--- src/rtl/cfo_track.sv ---
// Carrier-frequency-offset tracker: averages 2^LOG2_NAVG angle estimates into a
// per-sample phase increment and integrates it in a wrapping phase accumulator.
module cfo_track #(
   parameter int ZW        = 11,
   parameter int LOG2_NAVG = 2,
   parameter int LOG2_NFFT = 6
) (
   input  logic          clk,
   input  logic          rst,
   input  logic          clr,
   input  logic [ZW-1:0] ang_in,
   input  logic          ang_vld,
   input  logic          samp_vld,
   output logic [ZW-1:0] avg_out,
   output logic          avg_vld,
   output logic [ZW-1:0] phase_out,
   output logic          locked
);

   localparam int SW = ZW + LOG2_NAVG;
   localparam int PW = ZW + 1 + LOG2_NFFT;
   localparam logic signed [PW:0] PI_F     = (PW+1)'(804  * (2 ** LOG2_NFFT));
   localparam logic signed [PW:0] TWO_PI_F = (PW+1)'(1608 * (2 ** LOG2_NFFT));

   typedef enum logic [1:0] {IDLE, ACC, UPD} state_t;

   state_t                 state;
   logic signed [SW-1:0]   sum;
   logic [LOG2_NAVG-1:0]   cnt;
   logic signed [PW-1:0]   inc;
   logic signed [PW-1:0]   acc;

   logic signed [SW-1:0]   ang_ext;
   logic signed [ZW-1:0]   avg_q;
   logic signed [PW:0]     s;
   logic signed [PW:0]     s_wrap;

   always_comb begin
      ang_ext = {{LOG2_NAVG{ang_in[ZW-1]}}, ang_in};
      // Upper ZW bits of sum are exactly sum >>> LOG2_NAVG (floor division).
      avg_q   = sum[SW-1:LOG2_NAVG];
      s       = {acc[PW-1], acc} + {inc[PW-1], inc};
      s_wrap  = s;
      if (s > PI_F)
         s_wrap = s - TWO_PI_F;
      else if (s < -PI_F)
         s_wrap = s + TWO_PI_F;
   end

   // Arithmetic shift of acc by LOG2_NFFT, truncated to ZW bits.
   assign phase_out = acc[ZW-1+LOG2_NFFT:LOG2_NFFT];

   always_ff @(posedge clk or negedge rst) begin
      if (!rst) begin
         state   <= IDLE;
         sum     <= '0;
         cnt     <= '0;
         inc     <= '0;
         acc     <= '0;
         avg_out <= '0;
         avg_vld <= 1'b0;
         locked  <= 1'b0;
      end else if (clr) begin
         state   <= IDLE;
         sum     <= '0;
         cnt     <= '0;
         inc     <= '0;
         acc     <= '0;
         avg_out <= '0;
         avg_vld <= 1'b0;
         locked  <= 1'b0;
      end else begin
         avg_vld <= 1'b0;
         case (state)
            IDLE: begin
               if (ang_vld) begin
                  sum   <= ang_ext;
                  cnt   <= LOG2_NAVG'(1);
                  state <= ACC;
               end
            end
            ACC: begin
               if (ang_vld) begin
                  sum <= sum + ang_ext;
                  cnt <= cnt + 1'b1;
                  if (cnt == '1)
                     state <= UPD;
               end
            end
            UPD: begin
               avg_out <= avg_q;
               inc     <= {{(PW-ZW){avg_q[ZW-1]}}, avg_q};
               avg_vld <= 1'b1;
               locked  <= 1'b1;
               // A sample arriving during the update opens the next window.
               if (ang_vld) begin
                  sum   <= ang_ext;
                  cnt   <= LOG2_NAVG'(1);
                  state <= ACC;
               end else begin
                  state <= IDLE;
               end
            end
            default: state <= IDLE;
         endcase

         if (locked && samp_vld)
            acc <= s_wrap[PW-1:0];
      end
   end

endmodule

--- config.mk ---
export PLATFORM = sky130hd
export DESIGN_NAME = cfo_track
export DESIGN_NICKNAME = d
export VERILOG_FILES = /design/src/rtl/cfo_track.sv
export SDC_FILE = /design/constraint.sdc
export NUM_CORES = 1
export LEC_CHECK = 0
export CAP_MARGIN = 10
export CORE_AREA = 2 2 80 82
export DETAILED_ROUTE_END_ITERATION = 10
export DIE_AREA = 0 0 82 84
export DONT_BUFFER_PORTS = 1
export PLACE_DENSITY = 0.92
export SLEW_MARGIN = 10
export SYNTH_ARGS = -nofsm -noshare
export SYNTH_HDL_FRONTEND = slang
export SYNTH_SLANG_ARGS = --single-unit
export TNS_END_PERCENT = 5
--- constraint.sdc ---
create_clock -name clk -period 11.3 [get_ports clk]
set_input_delay 2.26 -clock clk [delete_from_list [all_inputs] [get_ports clk]]
set_output_delay 2.26 -clock clk [all_outputs]
set_load 0.01 [all_outputs]
==> flow_metrics.env <==
export IMPL_critPathKind="in2reg"
export IMPL_period_share=0.379
export IMPL_syn2layout_area_growth_pct=1.82
export IMPL_cp_max_fo=2
export IMPL_min_period_ns=4.29
export IMPL_dr_pass1_iters=5
export IMPL_core_area_um2=6100
export IMPL_tightest_slew_ns=0.933
export IMPL_ant_nets=0
export IMPL_vias=3591
export IMPL_mostFrequentLayoutCells="nand2_1 (49), dfrtp_1 (48), a21oi_1 (40)"
export IMPL_setup_tns_ns=0
export IMPL_ys_top_cells_by_area="dfrtp_1 (29%), ha_1 (10%), a21oi_1 (4.8%)"
export IMPL_clkTransAtPathRegs_ns=0.09
export IMPL_synth_top_cell_area_share=0.291
export IMPL_place_area_um2=4070
export IMPL_use_met2=0.477
export IMPL_async_flop_share=1.00
export IMPL_critPathRequiredTime_ns=11.49
export IMPL_fillCellCount=450
export IMPL_rsz0062_at_grt="false"
export IMPL_dp_hpwl_mm=7.06
export IMPL_syn_cell_area_um2=4130
export IMPL_maxCapViolCount=0
export IMPL_finalPower_w=0.000384
export IMPL_ys_flop_type="dfrtp_1"
export IMPL_antennaDiodeCount=0
export IMPL_grt_start_max_net_pins=49
export IMPL_num_io_pins=40
export IMPL_synthCells=476
export IMPL_synth_edff_count=0
export IMPL_use_met1=0.395
export IMPL_multi_input_area_um2=2700
export IMPL_clockBufferDepth=2
export IMPL_cts_made_buffers=5
export IMPL_place_inst=525
export IMPL_insertion_delay_ns=0.31
export IMPL_grt_usage=0.295
export IMPL_synth_distinct_cells=67
export IMPL_globalplace_congestion=0.908
export IMPL_final_max_slew_viol_count=0
export IMPL_antenna_found_initial=0
export IMPL_rows=29
export IMPL_hold_path_class="reg2reg"
export IMPL_grt_overflow_total=0
export IMPL_initial_core_util=0.678
export IMPL_skew_ns=0.00635
export IMPL_report_final_hold_viol_count=0
export IMPL_final_area_um2=4210
export IMPL_grt_pass1_vias=3427
export IMPL_cts_resized=0
export IMPL_layout_commonest_cell="nand2_1"
export IMPL_final_util=0.690
export IMPL_max_clock_freq_mhz=233
export IMPL_finalNonFillerCells=533
export IMPL_cts_num_sinks=48
export IMPL_grt_busiest_layer="met2"
export IMPL_grt_pass1_wl_mm=16.1
export IMPL_powerDensity_nw_per_um2=91.2
export IMPL_outcome="finished, final reports clean"
export IMPL_synth_seq_area_share=0.291
export IMPL_synth_nets=528
export IMPL_die_h_um=84
export IMPL_vias_per_cell=6.74
export IMPL_ys_ff_latch=48
export IMPL_postCtsHoldBufs=0
export IMPL_p_leak_nw=2.04
export IMPL_port_buffers=0
export IMPL_endpoint_kind="flip-flop"
export IMPL_ir_worst_vdd_v=0.0000519
export IMPL_die_w_um=82
export IMPL_yosysTopAreaCell="dfrtp_1"
export IMPL_first_iter_violations=336
export IMPL_postCtsSetupRepairBufs=0
export IMPL_yosysWarningCount=0
export IMPL_arrival_ns=4.48
export IMPL_setup_violations=0
export IMPL_relSlewSlack=0.378
export IMPL_dieArea_um2=6890
export IMPL_drc=0
export IMPL_start_kind="input pin"
export IMPL_final_nets=507
export IMPL_final_seq_area_um2=1200
export IMPL_drive_gt1_frac=0.0658
export IMPL_grt_util_met3=0.0530
export IMPL_htree_levels=2
export IMPL_avgSynthCellArea_um2=8.68
export IMPL_routedWlPerCell_um=18.2
export IMPL_drt_total_wl_mm=9.68
export IMPL_cts_root_buf="clkbuf_8"
export IMPL_cts_tree="built"
-- logic make-up (layout without fill, tap and decap cells) --
group           count (synthesis)  count (layout)  synth area share
compound gates                157             157             0.269
xor+xnor                       26              26            0.0551
fa+ha+maj                      36              36             0.113
buf+inv                        47              27            0.0566
flops                          48              48             0.291
mux                            16              16            0.0396
simple gates                  146             146             0.177
-- routing by layer --
layer  wire length, µm  up-vias
li1                  -     1699
met1              4050     1733
met2              4830      139
met3               603       20
met4               191        0
met5                 0        -
-- critical path, cell delays in order --
cell      delay [ns]
ha_1            0.27
a21o_1          0.19
a21oi_1         0.24
o21bai_1        0.09
a21oi_1         0.24
o21bai_1        0.12
a2111o_1        0.42
a21o_1          0.19
a21oi_1         0.20
xor2_1          0.17
o22ai_1         0.09
-- report_power, final --
| part | switching, W | internal, W | total, W |
|---|---|---|---|
| Clock | 0.0000650 | 0.0000892 | 0.000154 |
| Combinational | 0.0000238 | 0.0000233 | 0.0000471 |
| Sequential | 0.00000642 | 0.000176 | 0.000183 |
| Total | 0.0000952 | 0.000289 | 0.000384 |
-- cell type report --
cell class / count / area share
multi-input cells: 381 / 0.641
repair buffers: 1 / 0.00178
inverters: 18 / 0.0161
well taps: 77 / 0.0229
flip-flops and latches: 48 / 0.285
clock inverters: 3 / 0.0163
clock buffers: 5 / 0.0163
-- synth_stat cells (4+ instances only) --
| cell | count |
|---|---|
| o211ai_1 | 9 |
| nand3_1 | 5 |
| buf_1 | 4 |
| nand3b_1 | 7 |
| o21bai_1 | 4 |
| or2_2 | 5 |
| nor3_1 | 12 |
| buf_4 | 11 |
| xnor2_1 | 18 |
| nor2_1 | 28 |
| a21oi_1 | 40 |
| mux2i_1 | 13 |
| and3_1 | 10 |
| xor2_1 | 8 |
| o21a_1 | 6 |
| or3_1 | 5 |
| nand2_1 | 49 |
| o21ai_0 | 26 |
| dfrtp_1 | 48 |
| nor2b_1 | 6 |
| ha_1 | 34 |
| a22o_1 | 5 |
| a31oi_1 | 4 |
| a211oi_1 | 18 |
| clkbuf_1 | 11 |
| inv_1 | 18 |
| o211a_1 | 7 |
| a21o_1 | 8 |
-- worst paths after layout --
kind	start	to	slack, ns	cells past startpoint
worst max-delay path	ang_in[1]	sum[11]	7.01	11
worst min-delay path	acc[2]	acc[2]	0.50	2
worst max register to register	avg_out[0]	acc[16]	7.10	15
worst min register to register	acc[2]	acc[2]	0.50	2
max in group asynchronous	rst	acc[17]	9.57	0
min in group asynchronous	rst	sum[1]	1.63	0
-- sequential cells by signal, indices dropped and copies added (netlist names) --
register  count
inc           1
avg_vld       1
acc          18
state         2
avg_out      10
locked        1
sum          13
cnt           2
-- metrics by stage --
| stage | hold WS (ns) | worst slack, ns |
|---|---|---|
| 3_3_place_gp | 0.475 | 6.84 |
| 4_1_cts | 0.500 | 7.06 |
| 5_1_grt | 0.548 | 6.87 |
| 6_report | 0.498 | 7.01 |
| 2_1_floorplan | 0.454 | 6.94 |
| 3_5_place_dp | 0.479 | 6.74 |
Power figures use the tool's default switching activity.
